--- config.mk ---
export PLATFORM = sky130hd
export DESIGN_NAME = obj_tile_fetcher_flat
export DESIGN_NICKNAME = d
export VERILOG_FILES = /design/src/rtl/obj_tile_fetcher_if.sv /design/src/rtl/obj_tile_fetcher.sv /design/src/flat_wrapper.sv
export SDC_FILE = /design/constraint.sdc
export NUM_CORES = 1
export LEC_CHECK = 0
export BUFFER_PORTS_ARGS = -buffer_cell sky130_fd_sc_hd__buf_4
export CAP_MARGIN = 5
export CORE_MARGIN = 2
export CORE_UTILIZATION = 60
export CTS_BUF_LIST = sky130_fd_sc_hd__clkbuf_2
export DETAILED_ROUTE_END_ITERATION = 8
export PLACE_DENSITY_LB_ADDON = 0.2
export RECOVER_POWER = 100
export REMOVE_ABC_BUFFERS = 1
export SETUP_SLACK_MARGIN = 0.3
export SLEW_MARGIN = 20
export SYNTH_ARGS = -nofsm -noshare
export SYNTH_HDL_FRONTEND = slang
export SYNTH_SLANG_ARGS = --single-unit
export TNS_END_PERCENT = 100
--- constraint.sdc ---
create_clock -name clock -period 12.5 [get_ports clock]
set_input_delay 3.125 -clock clock [delete_from_list [all_inputs] [get_ports clock]]
set_output_delay 3.125 -clock clock [all_outputs]
set_load 0.05 [all_outputs]
--- src/rtl/obj_tile_fetcher_if.sv ---
// Request, VRAM read port and pixel stream bundle for the OBJ tile fetcher.
// The fetcher uses the slave view. The requester, arbiter and pixel sink use the master view.
interface obj_tile_fetcher_if;
  // Span request
  logic        req_valid;
  logic        req_ready;
  logic [9:0]  req_objname;
  logic [2:0]  req_bgmode;
  logic        req_palettemode;
  logic        req_oam_mode;
  logic [6:0]  req_hsize;
  logic [5:0]  req_x;
  logic [5:0]  req_y;
  logic [6:0]  req_len;
  // VRAM arbiter port
  logic        vram_re;
  logic [14:0] vram_addr;
  logic        vram_gnt;
  logic [15:0] vram_rdata;
  // Pixel stream
  logic        pix_valid;
  logic        pix_ready;
  logic [7:0]  pix_idx;
  logic [5:0]  pix_x;
  logic        pix_last;
  logic        done;

  modport master (
    output req_valid, req_objname, req_bgmode, req_palettemode, req_oam_mode,
           req_hsize, req_x, req_y, req_len, vram_gnt, vram_rdata, pix_ready,
    input  req_ready, vram_re, vram_addr, pix_valid, pix_idx, pix_x, pix_last, done
  );

  modport slave (
    input  req_valid, req_objname, req_bgmode, req_palettemode, req_oam_mode,
           req_hsize, req_x, req_y, req_len, vram_gnt, vram_rdata, pix_ready,
    output req_ready, vram_re, vram_addr, pix_valid, pix_idx, pix_x, pix_last, done
  );
endinterface

--- src/rtl/obj_tile_fetcher.sv ---
// OBJ tile fetcher: maps sprite pixels to OBJ VRAM byte addresses, fetches
// halfwords through the arbiter, and streams 4bpp/8bpp palette indices.
module obj_tile_fetcher (
  input logic              clock,
  input logic              reset,
  obj_tile_fetcher_if.slave bus
);

  typedef enum logic [1:0] {StIdle, StFetch, StWait, StEmit} state_e;

  // Tile base address. Bit 5 is dropped for 2D 8bpp, where tiles occupy name pairs.
  function automatic logic [14:0] calc_base(input logic [9:0] objname,
                                            input logic [2:0] bgmode,
                                            input logic       pm,
                                            input logic       oam);
    return {objname[9] | (bgmode >= 3'd3), objname[8:1], objname[0] & (~pm | oam), 5'b0};
  endfunction

  // Row pitch shift: log2 of sprite width in 1D mode, fixed 128 bytes in 2D mode
  function automatic logic [2:0] calc_rs(input logic oam, input logic [6:0] hsize);
    logic [2:0] rs;
    rs = 3'd0;
    if (!oam) begin
      rs = 3'd7;
    end else begin
      for (int i = 0; i < 7; i++) begin
        if (hsize[i]) rs = 3'(i);
      end
    end
    return rs;
  endfunction

  function automatic logic [14:0] calc_xoff(input logic pm, input logic [5:0] x);
    return pm ? {9'b0, x} : {10'b0, x[5:1]};
  endfunction

  function automatic logic [7:0] extract(input logic [15:0] hw, input logic a0,
                                         input logic pm, input logic x0);
    logic [7:0] b;
    b = a0 ? hw[15:8] : hw[7:0];
    return pm ? b : {4'b0, (x0 ? b[7:4] : b[3:0])};
  endfunction

  state_e      state_q, state_d;
  logic [14:0] row_q, row_d;         // base + row offset of the active span
  logic        pm_q, pm_d;
  logic [5:0]  x_q, x_d;
  logic [6:0]  rem_q, rem_d;
  logic [14:0] addr_q, addr_d;       // byte address of the current pixel
  logic [15:0] buf_q, buf_d;
  logic [13:0] tag_q, tag_d;
  logic        bvalid_q, bvalid_d;
  logic        req_ready_q, req_ready_d;
  logic        vram_re_q, vram_re_d;
  logic [14:0] vram_addr_q, vram_addr_d;
  logic        pix_valid_q, pix_valid_d;
  logic [7:0]  pix_idx_q, pix_idx_d;
  logic [5:0]  pix_x_q, pix_x_d;
  logic        pix_last_q, pix_last_d;
  logic        done_q, done_d;

  logic [14:0] req_row, req_addr, addr_nxt;
  logic [5:0]  x_nxt;
  logic [6:0]  rem_nxt;

  assign req_row  = calc_base(bus.req_objname, bus.req_bgmode, bus.req_palettemode,
                              bus.req_oam_mode)
                  + ({9'b0, bus.req_y} << calc_rs(bus.req_oam_mode, bus.req_hsize));
  assign req_addr = req_row + calc_xoff(bus.req_palettemode, bus.req_x);
  assign x_nxt    = x_q + 6'd1;
  assign addr_nxt = row_q + calc_xoff(pm_q, x_nxt);
  assign rem_nxt  = rem_q - 7'd1;

  // Next-state and registered-output logic for the span FSM
  always_comb begin
    state_d     = state_q;
    row_d       = row_q;
    pm_d        = pm_q;
    x_d         = x_q;
    rem_d       = rem_q;
    addr_d      = addr_q;
    buf_d       = buf_q;
    tag_d       = tag_q;
    bvalid_d    = bvalid_q;
    req_ready_d = req_ready_q;
    vram_re_d   = vram_re_q;
    vram_addr_d = vram_addr_q;
    pix_valid_d = pix_valid_q;
    pix_idx_d   = pix_idx_q;
    pix_x_d     = pix_x_q;
    pix_last_d  = pix_last_q;
    done_d      = 1'b0;
    unique case (state_q)
      StIdle: begin
        if (bus.req_valid && req_ready_q) begin
          row_d    = req_row;
          pm_d     = bus.req_palettemode;
          x_d      = bus.req_x;
          rem_d    = bus.req_len;
          addr_d   = req_addr;
          bvalid_d = 1'b0;
          if (bus.req_len == 7'd0) begin
            done_d = 1'b1;
          end else begin
            state_d     = StFetch;
            req_ready_d = 1'b0;
            vram_re_d   = 1'b1;
            vram_addr_d = req_addr;
          end
        end
      end
      StFetch: begin
        if (bus.vram_gnt) begin
          state_d   = StWait;
          vram_re_d = 1'b0;
        end
      end
      StWait: begin
        buf_d       = bus.vram_rdata;
        tag_d       = addr_q[14:1];
        bvalid_d    = 1'b1;
        state_d     = StEmit;
        pix_valid_d = 1'b1;
        pix_idx_d   = extract(bus.vram_rdata, addr_q[0], pm_q, x_q[0]);
        pix_x_d     = x_q;
        pix_last_d  = (rem_q == 7'd1);
      end
      StEmit: begin
        if (bus.pix_ready) begin
          x_d    = x_nxt;
          rem_d  = rem_nxt;
          addr_d = addr_nxt;
          if (rem_q == 7'd1) begin
            state_d     = StIdle;
            pix_valid_d = 1'b0;
            pix_last_d  = 1'b0;
            req_ready_d = 1'b1;
            done_d      = 1'b1;
          end else if (bvalid_q && (addr_nxt[14:1] == tag_q)) begin
            pix_idx_d  = extract(buf_q, addr_nxt[0], pm_q, x_nxt[0]);
            pix_x_d    = x_nxt;
            pix_last_d = (rem_nxt == 7'd1);
          end else begin
            state_d     = StFetch;
            pix_valid_d = 1'b0;
            pix_last_d  = 1'b0;
            vram_re_d   = 1'b1;
            vram_addr_d = addr_nxt;
          end
        end
      end
      default: state_d = StIdle;
    endcase
  end

  // State and output registers with synchronous reset
  always_ff @(posedge clock) begin
    if (reset) begin
      state_q     <= StIdle;
      row_q       <= '0;
      pm_q        <= 1'b0;
      x_q         <= '0;
      rem_q       <= '0;
      addr_q      <= '0;
      buf_q       <= '0;
      tag_q       <= '0;
      bvalid_q    <= 1'b0;
      req_ready_q <= 1'b1;
      vram_re_q   <= 1'b0;
      vram_addr_q <= '0;
      pix_valid_q <= 1'b0;
      pix_idx_q   <= '0;
      pix_x_q     <= '0;
      pix_last_q  <= 1'b0;
      done_q      <= 1'b0;
    end else begin
      state_q     <= state_d;
      row_q       <= row_d;
      pm_q        <= pm_d;
      x_q         <= x_d;
      rem_q       <= rem_d;
      addr_q      <= addr_d;
      buf_q       <= buf_d;
      tag_q       <= tag_d;
      bvalid_q    <= bvalid_d;
      req_ready_q <= req_ready_d;
      vram_re_q   <= vram_re_d;
      vram_addr_q <= vram_addr_d;
      pix_valid_q <= pix_valid_d;
      pix_idx_q   <= pix_idx_d;
      pix_x_q     <= pix_x_d;
      pix_last_q  <= pix_last_d;
      done_q      <= done_d;
    end
  end

  assign bus.req_ready = req_ready_q;
  assign bus.vram_re   = vram_re_q;
  assign bus.vram_addr = vram_addr_q;
  assign bus.pix_valid = pix_valid_q;
  assign bus.pix_idx   = pix_idx_q;
  assign bus.pix_x     = pix_x_q;
  assign bus.pix_last  = pix_last_q;
  assign bus.done      = done_q;

endmodule

--- src/flat_wrapper.sv ---
// flat-port wrapper written by rule: the top's interface ports become plain ports
module obj_tile_fetcher_flat 
  (clock, reset, bus_req_valid, bus_req_objname, bus_req_bgmode, bus_req_palettemode, bus_req_oam_mode, bus_req_hsize, bus_req_x, bus_req_y, bus_req_len, bus_vram_gnt, bus_vram_rdata, bus_pix_ready, bus_req_ready, bus_vram_re, bus_vram_addr, bus_pix_valid, bus_pix_idx, bus_pix_x, bus_pix_last, bus_done);
  obj_tile_fetcher_if bus_i ();
  input logic clock;
  input logic reset;
  input wire logic [$bits(bus_i.req_valid)-1:0] bus_req_valid;
  input wire logic [$bits(bus_i.req_objname)-1:0] bus_req_objname;
  input wire logic [$bits(bus_i.req_bgmode)-1:0] bus_req_bgmode;
  input wire logic [$bits(bus_i.req_palettemode)-1:0] bus_req_palettemode;
  input wire logic [$bits(bus_i.req_oam_mode)-1:0] bus_req_oam_mode;
  input wire logic [$bits(bus_i.req_hsize)-1:0] bus_req_hsize;
  input wire logic [$bits(bus_i.req_x)-1:0] bus_req_x;
  input wire logic [$bits(bus_i.req_y)-1:0] bus_req_y;
  input wire logic [$bits(bus_i.req_len)-1:0] bus_req_len;
  input wire logic [$bits(bus_i.vram_gnt)-1:0] bus_vram_gnt;
  input wire logic [$bits(bus_i.vram_rdata)-1:0] bus_vram_rdata;
  input wire logic [$bits(bus_i.pix_ready)-1:0] bus_pix_ready;
  output wire logic [$bits(bus_i.req_ready)-1:0] bus_req_ready;
  output wire logic [$bits(bus_i.vram_re)-1:0] bus_vram_re;
  output wire logic [$bits(bus_i.vram_addr)-1:0] bus_vram_addr;
  output wire logic [$bits(bus_i.pix_valid)-1:0] bus_pix_valid;
  output wire logic [$bits(bus_i.pix_idx)-1:0] bus_pix_idx;
  output wire logic [$bits(bus_i.pix_x)-1:0] bus_pix_x;
  output wire logic [$bits(bus_i.pix_last)-1:0] bus_pix_last;
  output wire logic [$bits(bus_i.done)-1:0] bus_done;
  assign bus_i.req_valid = bus_req_valid;
  assign bus_i.req_objname = bus_req_objname;
  assign bus_i.req_bgmode = bus_req_bgmode;
  assign bus_i.req_palettemode = bus_req_palettemode;
  assign bus_i.req_oam_mode = bus_req_oam_mode;
  assign bus_i.req_hsize = bus_req_hsize;
  assign bus_i.req_x = bus_req_x;
  assign bus_i.req_y = bus_req_y;
  assign bus_i.req_len = bus_req_len;
  assign bus_i.vram_gnt = bus_vram_gnt;
  assign bus_i.vram_rdata = bus_vram_rdata;
  assign bus_i.pix_ready = bus_pix_ready;
  assign bus_req_ready = bus_i.req_ready;
  assign bus_vram_re = bus_i.vram_re;
  assign bus_vram_addr = bus_i.vram_addr;
  assign bus_pix_valid = bus_i.pix_valid;
  assign bus_pix_idx = bus_i.pix_idx;
  assign bus_pix_x = bus_i.pix_x;
  assign bus_pix_last = bus_i.pix_last;
  assign bus_done = bus_i.done;
  obj_tile_fetcher u_core (.clock(clock), .reset(reset), .bus(bus_i));
endmodule
==> results by group, run 1 <==
Run status
  • Violated checks: capacitance limit, slew limit
  • Outcome: finished, violations left

Place
  • Routability cong.: 0.965
  • Port bufs: 94
  • Pre-CTS WS: a little over 5 ns
  • Hpwl dp: 14000 um

Final layout
  • Commonest non-fill, non-tap cell in the layout: dfxtp_1
  • Commonest non-fill, non-tap cells in the layout: dfxtp_1 (111), nor2_1 (95), nand2_1 (92)
  • Final Core Density: about two thirds
  • Area Overhead vs Synth: 8.91%
  • Ratio of cells with drive above 1 in the final layout: between 10% and 20%
  • Final #Nets: 1031
  • ANT cells: 0

Critical path
  • Critical Path Fanout Max: 9
  • Crit path kind: input pin to flip-flop
  • Critical Path Sink Type: flip-flop
  • CP max stage delay: about 0.91 ns
  • Worst r2r src: u_core.x_q[0]$_SDFFE_PP0P_
  • Worst path required time: ~13 ns
  • CP arrival: between 7 and 8 ns
  • Critical path cell sequence: clkbuf_4, nand2b_1, a21oi_1, nor2_1, o21ai_0, mux2i_1, mux2i_1, nand2_1, o21ai_0, ha_1, inv_1, fa_1, xnor2_1, o311a_1, o21a_1, nand3_1, nor3_1, a21oi_1, o31a_1, a211oi_1
  • R2R cell count: 12
  • R2R setup slack: around 6.7 ns
  • Crit path from: bus_req_hsize[2]
  • Setup crit end: u_core.bus.vram_addr[14]$_SDFFE_PP0P_
  • Crit path launch type: input pin
  • CP max stage cell: o21ai_0
  • Critical R2R Capture: u_core.bus.pix_x[5]$_SDFFE_PP0P_

STA
  • Tcrit/Tclk final: ~57%
  • Final hold violations: 0
  • Tightest Pin Transition: 2.47 ns
  • Max Fclk: between 100 and 150 MHz
  • Relative slew slack: -64.5%
  • RSZ-0062 raised after global routing: no
  • Final worst setup slack: about 5.3 ns
  • Slew Viols, Final: 115
  • WHS: between 0.4 and 0.5 ns
  • Minimum clock period: about 7.2 ns
  • Total negative setup slack: 0 ns
  • Setup Skew: between 0.05 and 0.06 ns
  • Final count of negative-setup-slack endpoints: 0

Logic synthesis
  • Yosys reg bits: 111
  • Syn. warnings: 0
  • Register area share after synthesis: between 30 and 40%
  • Post-synth top flop: dfxtp_1
  • Mapped Area: approximately 7400 um2
  • Fraction of registers with async set/reset: 0%
  • Syn_area_per_cell: 8.38 um2
  • Number of synthesized flops with an enable pin: 0
  • Post-synth cell types: 79
  • Post-synthesis cell count: 880

Floorplanning
  • Core box area: 12000 um2
  • IO Pins: 96
  • Die H: 115 um
  • Row count: 40
  • Die area: 13200 um2
  • Initial Util: 61.4%
  • Die span in x: between 100 and 150 um

GRT
  • Antenna violations before repair: 0
  • Largest net degree at the start of global routing: 63
  • Vias in the first global route: 6508
  • Grt ovf: 0
  • GRT Overall Usage: 29.8%
  • First-pass GRT wire length: 31400 um

Clocking
  • CTS H-tree lvls: 3
  • Clk buf depth: 2
  • Post-CTS Resized: 0
  • CTS buffer count: 9
  • CTS Hold Bufs: 0
  • CTS tree: built
  • CTS Sinks: 111
  • Root buf cell: clkbuf_2
  • Post-CTS Setup Bufs: 0
  • Worst-path clk slew: between 0.2 and 0.3 ns
  • Clock latency on the worst-skew pair: slightly below 0.7 ns

Pwr
  • Max VDD drop: 95.6 uV
  • Pwr dens: roughly 210 nW/um2
  • LEAKAGE: about 0.0032 uW
  • Final Power: approximately 1700 uW

Drt
  • DR vias: about 6800
  • WL final: around 19000 um
  • Detailed Routing Iterations Pass 1: 5
  • Drt initial violations: between 500 and 600
  • Wire per inst: about 18 um
  • Routed vias/inst: slightly above 6
  • # DRC: 0
  • ANT nets after route: 0

Job
  • Max Cap Viol: 3

Min path
  • Hold Path Class: flip-flop to flip-flop
[metrics by stage]
step | cell area (um2) | cells
floorplan | 7150 | 827
global placement | 8080 | 1072
detailed placement | 8080 | 1072
CTS | 8190 | 1087
global route | 8030 | 1087
finish | 8030 | 1087
[layer usage]
metal	routed length, um	vias to the layer above	global-route usage [%]
met1	8300	3174	38.5
met4	639	0	12.7
met3	1130	47	4.27
met2	9260	254	50.1
met5	0	-	0
li1	-	3279	-
[synthesized netlist by cell type (9+ instances only)]
library cell / instances / area [um2]
a21oi_1: 57 / 285
xor2_1: 19 / 166
nor2b_1: 10 / 62.6
nand4_1: 14 / 87.6
xnor2_1: 26 / 228
and2_1: 12 / 75.1
mux2_2: 11 / 124
nor3_1: 27 / 135
dfxtp_1: 111 / 2220
nor2_1: 95 / 357
o21ai_0: 44 / 220
nand2_1: 92 / 345
mux2i_1: 69 / 691
nand3_1: 25 / 125
clkbuf_1: 37 / 139
a211oi_1: 31 / 233
nand2b_1: 9 / 56.3
inv_1: 21 / 78.8
ha_1: 30 / 375
[power by group]
group / switching, uW / total (uW) / internal (uW)
clock network: 119 / 165 / 45.9
logic: 615 / 960 / 345
registers: 93.4 / 545 / 452
[worst max-delay path, delay by kind of cell]
kind	cells	cell delay, ns
AND/OR/NAND/NOR	5	0.78
multiplexers	2	0.49
XOR/XNOR	1	0.33
buffers and inverters	2	0.17
AO/OA/AOI/OAI	8	2.18
adder cells (fa/ha/maj)	2	0.63
[flip-flops by register name (all words and copies together) (netlist names), 7 cells and up]
signal	cells
u_core.buf_q	16
u_core.addr_q	15
u_core.bus.vram_addr	15
u_core.row_q	15
u_core.tag_q	14
u_core.bus.pix_idx	8
u_core.rem_q	7
[worst min-delay path by stage]
stage	slack (ns)	end	cells after the start	start
6_report	0.47	u_core.bus.vram_addr[13]$_SDFFE_PP0P_	2	u_core.bus.vram_addr[13]$_SDFFE_PP0P_
5_1_grt	0.50	u_core.bus.vram_addr[13]$_SDFFE_PP0P_	2	u_core.bus.vram_addr[13]$_SDFFE_PP0P_
4_1_cts	0.48	u_core.bus.vram_addr[13]$_SDFFE_PP0P_	2	u_core.bus.vram_addr[13]$_SDFFE_PP0P_
3_5_place_dp	0.45	u_core.bus.vram_addr[13]$_SDFFE_PP0P_	2	u_core.bus.vram_addr[13]$_SDFFE_PP0P_
3_3_place_gp	0.44	u_core.addr_q[8]$_SDFFE_PP0P_	2	u_core.addr_q[8]$_SDFFE_PP0P_
2_1_floorplan	0.43	u_core.addr_q[11]$_SDFFE_PP0P_	2	u_core.addr_q[11]$_SDFFE_PP0P_
[kinds of logic (layout without fill, tap and decap cells)]
group	Yosys count	after routing	share of synthesized area [%]
multiplexers	85	85	12.6
flip-flops	111	111	30.1
AO/OA/AOI/OAI	211	211	19.5
buffers and inverters	77	137	4.19
adder cells (fa/ha/maj)	33	33	5.91
AND/OR/NAND/NOR	313	313	20.7
XOR/XNOR	50	50	7.03
[area by class of cell]
type	instances	area, um2
flip-flops and latches	111	2220
fillers	1056	3980
multi-input cells	692	4830
clock inverters	4	47.5
inverters	24	90.1
clock buffers	11	55.1
repair buffers	98	601
well taps	147	184
Note: power is estimated with default switching activity, not from simulation.
==> run 2, diff against run 1 <==
Settings changed: CORE_UTILIZATION 60 to 55.
Clock period 12.5 ns to 6.2 ns, I/O delays scaled along.
==> run 2 against run 1 <==
  * The run still ends with capacitance limit, slew limit left
  * First-iteration DRC count is 35% lower
  * Combinational power rose by 96%
  * Total power up 100%
  * Sequential share of layout area decreased by 0.23 points
  * Clock power grew 130%
  * Via count shrank 3.5%
  * Clock skew down 0.033 ns
  * Global-route usage shrank 4.3 points
  * Die area up 8.8%
  * Non-clock buffer count rose by 2
  * Routed wire length decreased by 6.9%
  * Register-to-register slack worse by 5.5 ns
==> results by group, run 2 (synthesized netlist as in run 1, its figures left out) <==
Run status
  • Outcome: finished, violations left
  • Violated checks: capacitance limit, slew limit

Drt
  • DR vias: 6519
  • WL final: between 15000 and 20000 um
  • Routed vias/inst: ~5.8
  • ANT nets after route: 0
  • Wire per inst: between 15 and 20 um
  • # DRC: 0
  • Drt initial violations: 374
  • Detailed Routing Iterations Pass 1: 5

Clocking
  • CTS buffer count: 9
  • Post-CTS Resized: 0
  • CTS H-tree lvls: 3
  • CTS tree: built
  • Clk buf depth: 2
  • CTS Sinks: approximately 110
  • Root buf cell: clkbuf_2
  • CTS Hold Bufs: 0
  • Clock latency on the worst-skew pair: around 0.64 ns
  • Post-CTS Setup Bufs: 0
  • Worst-path clk slew: around 0.27 ns

Pwr
  • Max VDD drop: about 260 uV
  • Pwr dens: between 400 and 500 nW/um2
  • LEAKAGE: 0.00320 uW

GRT
  • Largest net degree at the start of global routing: 66
  • Antenna violations before repair: 1
  • Vias in the first global route: a little over 6000
  • First-pass GRT wire length: between 20000 and 30000 um
  • Grt ovf: 0
  • GRT Overall Usage: 25.5%

Critical path
  • CP arrival: about 5.6 ns
  • Worst path required time: roughly 6.7 ns
  • CP max stage cell: clkbuf_1
  • Worst r2r src: u_core.x_q[0]$_SDFFE_PP0P_
  • Critical Path Sink Type: flip-flop
  • Crit path from: bus_req_hsize[2]
  • Critical path's top delay family: compound AO/OA/AOI/OAI gates
  • Buf+Inv Stages, Crit Path: 3
  • Crit path kind: input pin to flip-flop
  • Crit path launch type: input pin
  • Critical Path Fanout Max: 9
  • CP max stage delay: 0.40 ns
  • Critical path cell sequence: clkbuf_4, nand2b_1, a21oi_1, nor2_1, o21ai_0, clkbuf_1, mux2i_1, mux2i_1, nand2_1, o21ai_0, ha_1, inv_1, fa_1, xnor2_1, o311a_1, o21a_1, nand3_1, nor3_1, a21oi_1, o31a_1, a211oi_1

STA
  • Minimum clock period: 5.07 ns
  • Max Fclk: ~200 MHz
  • Tcrit/Tclk final: 81.8%
  • RSZ-0062 raised after global routing: no
  • Final hold violations: 0
  • Setup Skew: 0.0244 ns
  • Relative slew slack: -87.1%
  • Slew Viols, Final: 129
  • Tightest Pin Transition: between 2 and 3 ns
  • Total negative setup slack: 0 ns
  • Final count of negative-setup-slack endpoints: 0

Final layout
  • Ratio of cells with drive above 1 in the final layout: approximately 13%
  • Final #Nets: slightly above 1000
  • Max reg flops: 16
  • Commonest non-fill, non-tap cell in the layout: dfxtp_1
  • Largest register by flop count: u_core.buf_q
  • Area Overhead vs Synth: 9.81%
  • Non-Filler Instances: roughly 1100
  • Commonest non-fill, non-tap cells in the layout: dfxtp_1 (111), nor2_1 (96), nand2_1 (92)

Floorplanning
  • Core box area: between 10000 and 15000 um2
  • Die H: 120 um
  • IO Pins: 96
  • Initial Util: roughly 56%
  • Die area: around 14000 um2
  • Row count: 42
  • Die span in x: 120 um

Min path
  • Hold Path Class: flip-flop to flip-flop
  • Hold_sp: u_core.addr_q[11]$_SDFFE_PP0P_

Place
  • Hpwl dp: roughly 13000 um
  • Routability cong.: about 0.86
  • Placed insts: ~1100
  • Port bufs: 94

Job
  • Max Cap Viol: 3
[run 2: area by class of cell]
type | count | area, um2
Fill cell | 1261 | 5090
Multi-Input combinational cell | 692 | 4820
Sequential cell | 111 | 2220
Timing Repair Buffer | 100 | 604
Tap cell | 176 | 220
Inverter | 24 | 90.1
Clock inverter | 6 | 82.6
Clock buffer | 10 | 50.0
Antenna cell | 1 | 2.50
[run 2: final timing paths]
path                                           end  slack (ns)  cells past startpoint
setup / recovery    u_core.addr_q[14]$_SDFFE_PP0P_        1.13                     21
setup reg to reg  u_core.bus.pix_last$_SDFFE_PP0P_        1.15                     14
hold / removal      u_core.addr_q[11]$_SDFFE_PP0P_        0.48                      2
hold reg to reg     u_core.addr_q[11]$_SDFFE_PP0P_        0.48                      2
[run 2: worst register-to-register path, stage by stage, from the launching register on]
cell and delay [ns]:
dfxtp_1 0.54, ha_1 0.36, nand3_1 0.15, and2_0 0.22, nor2_1 0.18, mux2i_1 0.11, ha_1 0.38, o211a_1 0.23
a221o_1 0.49, nor3b_4 0.24, a2111oi_4 0.39, nand4_4 0.17, nor4_1 0.85, a21oi_1 0.15, a2111oi_0 0.46
[run 2: power breakdown]
| group | switching (uW) | internal [uW] | leakage [uW] |
|---|---|---|---|
| combinational | 1180 | 698 | 0.00221 |
| clock | 242 | 134 | 0.0000837 |
| sequential | 185 | 911 | 0.000908 |
[run 2: per-stage QoR]
step,hold WS (ns),worst slack (ns),utilization (%),instance area (um2),total power [uW]
2_1_floorplan,0.430,1.06,-,7150,2530
3_3_place_gp,0.443,0.929,61.7,8130,3010
3_5_place_dp,0.448,0.827,61.7,8130,3040
4_1_cts,0.475,1.40,62.7,8270,3410
5_1_grt,0.496,0.741,61.4,8100,3610
6_report,0.476,1.13,61.4,8100,3350
[run 2: per-layer routing]
metal  wire length (um)  global-route usage (%)
met1               8320                    33.6
met4                365                    7.50
met3                713                    4.18
met2               8580                    43.1
met5                  0                       0
==> run 3, diff against run 2 <==
Settings changed: ABC_AREA from default to 1, CORE_UTILIZATION 55 to 60.
Clock period 6.2 ns to 5 ns, I/O delays scaled along.
==> run 3 against run 2 <==
  * The flow still finishes with violations (capacitance limit, slew limit)
  * Design area rose by 1.3%
  * Routed wire length is 4.9% higher
  * Synthesized area rose by 0.75%
  * Critical path depth shrank 12
  * Global-route usage up 3.6 points
  * Combinational power increased by 24%
  * Critical path type is now flip-flop to flip-flop
==> results by group, run 3 <==
STA
  • Setup Skew: 0.0318 ns
  • Relative slew slack: -15.5%
  • Max Fclk: 229 MHz
  • RSZ-0062 raised after global routing: no
  • Total negative setup slack: 0 ns
  • Minimum clock period: around 4.4 ns
  • Tightest Pin Transition: about 1.7 ns
  • Tcrit/Tclk final: between 80% and 90%
  • Final count of negative-setup-slack endpoints: 0
  • Final hold violations: 0
  • Slew Viols, Final: 34

Clocking
  • CTS buffer count: 9
  • Clock latency on the worst-skew pair: approximately 0.66 ns
  • CTS Sinks: approximately 110
  • CTS H-tree lvls: 3
  • Root buf cell: clkbuf_2
  • CTS Hold Bufs: 0
  • CTS tree: built
  • Clk buf depth: 2
  • Worst-path clk slew: between 0.3 and 0.4 ns

GRT
  • Largest net degree at the start of global routing: 50
  • GRT Overall Usage: between 20% and 30%
  • Vias in the first global route: 6690
  • First-pass GRT wire length: roughly 31000 um
  • Grt ovf: 0
  • Antenna violations before repair: 0

Final layout
  • Final #Nets: roughly 1300
  • Area Overhead vs Synth: 10.4%
  • Commonest non-fill, non-tap cells in the layout: nand2_1 (281), inv_1 (158), nor2_1 (113)
  • Commonest non-fill, non-tap cell in the layout: nand2_1
  • Largest register by flop count: u_core.buf_q
  • Ratio of cells with drive above 1 in the final layout: a little under a tenth
  • Final Core Density: between 60% and 70%
  • ANT cells: 0
  • Max reg flops: 16
  • Fin area: between 8000 and 9000 um2

Critical path
  • Crit path launch type: flip-flop
  • Critical path's top delay family: buffers and inverters
  • Crit path kind: flip-flop to flip-flop
  • CP max stage cell: clkbuf_1
  • CP max stage delay: 1.05 ns
  • Buf+Inv Stages, Crit Path: 4
  • Worst path required time: ~5.6 ns
  • CP most frequent cell: clkbuf_1
  • Critical Path Sink Type: flip-flop
  • CP arrival: between 4 and 5 ns
  • Critical Path Fanout Max: 49
  • Critical path cell sequence: ha_1, buf_4, inv_1, clkbuf_1, o21ai_0, nand2_1, clkbuf_1, a21oi_1, a221oi_1

Floorplanning
  • Row count: 40
  • Die area: between 10000 and 15000 um2
  • Die span in x: between 100 and 150 um
  • Core box area: about 12000 um2
  • IO Pins: 96
  • Die H: roughly 120 um
  • Initial Util: 61.6%

Pwr
  • Pwr dens: about 510 nW/um2
  • Final Power: 4150 uW
  • LEAKAGE: a little under 0.004 uW
  • Max VDD drop: between 200 and 300 uV

Logic synthesis
  • Syn. warnings: 0
  • Mapped Area: 7430 um2
  • Top cells by count, synth: nand2_1 (279), inv_1 (158), nor2_1 (112)
  • Post-synth cell types: 50
  • Top cell type's share of synthesized area: roughly 30%
  • Register area share after synthesis: 29.9%
  • Post-synth top flop: dfxtp_1
  • Number of synthesized flops with an enable pin: 0
  • Synth area leaders: dfxtp_1 (30%), nand2_1 (14%), inv_1 (8.0%)
  • Fraction of registers with async set/reset: 0%
  • Post-synthesis cell count: about 1200
  • Count leader, synth: nand2_1
  • Post-synth top area cell: dfxtp_1
  • Syn_area_per_cell: around 6.4 um2
  • Yosys reg bits: approximately 110

Drt
  • WL final: 18900 um
  • Routed vias/inst: 5.36
  • Wire per inst: 13.3 um
  • Detailed Routing Iterations Pass 1: 7
  • Drt initial violations: approximately 560
  • ANT nets after route: 0
  • DR vias: 7572
  • # DRC: 0

Run status
  • Violated checks: capacitance limit, slew limit
  • Outcome: finished, violations left

Min path
  • Hold Path Class: flip-flop to flip-flop

Place
  • Port bufs: 94
  • Routability cong.: a little over 0.9
  • Cell Area, Placed: ~8300 um2
  • Hpwl dp: around 14000 um

Job
  • Max Cap Viol: 1
## run 3: cell count changes after synthesis, sizes merged, moves of 29 or more
| cell | previous run | this run |
|---|---|---|
| mux2i | 69 | 1 |
| a21oi | 57 | 86 |
| nand2 | 93 | 287 |
| nand3 | 25 | 101 |
| inv | 23 | 162 |
| o21ai | 46 | 105 |
## run 3: cell type report
type | instances | area [um2]
clock buffers | 9 | 45.0
clock inverters | 7 | 61.3
fillers | 1154 | 3860
inverters | 164 | 616
multi-input cells | 845 | 4370
flip-flops and latches | 111 | 2220
well taps | 168 | 210
repair buffers | 109 | 672
## run 3: cell families after synthesis
| logic type | after synthesis | share of synthesized area [%] |
|---|---|---|
| AND/OR/NAND/NOR | 551 | 32.4 |
| flip-flops | 111 | 29.9 |
| XOR/XNOR | 18 | 2.31 |
| buffers and inverters | 211 | 11.1 |
| multiplexers | 2 | 0.286 |
| adder cells (fa/ha/maj) | 33 | 5.86 |
| AO/OA/AOI/OAI | 241 | 18.2 |
## run 3: final timing paths
check                                               startpoint                       endpoint  slack (ns)  depth (start not counted)
worst max register to register  u_core.state_q[0]$_SDFFE_PP0P_     u_core.x_q[5]$_SDFFE_PP0P_        0.64                          9
worst min-delay path             u_core.buf_q[15]$_SDFFE_PP0P_  u_core.buf_q[15]$_SDFFE_PP0P_        0.48                          2
worst max-delay path            u_core.state_q[0]$_SDFFE_PP0P_     u_core.x_q[5]$_SDFFE_PP0P_        0.64                          9
worst min register to register   u_core.buf_q[15]$_SDFFE_PP0P_  u_core.buf_q[15]$_SDFFE_PP0P_        0.48                          2
## run 3: power breakdown
group | internal [uW] | switching, uW | total [uW] | leakage [uW]
Sequential | 1180 | 206 | 1390 | 0.000910
Clock | 112 | 311 | 423 | 0.0000709
Combinational | 736 | 1610 | 2340 | 0.00297
Total | 2030 | 2130 | 4150 | 0.00395
## run 3: repair_timing
item                       in CTS  in global routing
resized for setup               0                  2
setup endpoints to repair       0                  3
setup buffers                   0                  0
## run 3: routing by layer
metal  vias to the layer above  global-route usage, %  share of wire [%]
met5                         -                      0                  0
met4                         0                   7.63                1.5
met3                        22                   5.43                6.8
met2                       251                   47.1                 45
met1                      3354                   40.0                 47
li1                       3945                      -                  -
## run 3: worst reg2reg max path, delay by kind of cell, from the launching register on
family,cells,cell delay [ns]
DFF,1,0.41
AOI/OAI and AO/OA,3,0.72
buffers and inverters,4,2.80
and+or+nand+nor,1,0.13
adders and majority gates,1,0.20
## run 3: through the flow
stage	std cells	setup WS, ns	hold slack, ns
3_3_place_gp	1397	0.201	0.445
6_report	1413	0.642	0.478
3_5_place_dp	1397	0.0761	0.447
5_1_grt	1413	0.238	0.486
4_1_cts	1413	0.798	0.475
2_1_floorplan	1120	0.525	0.431
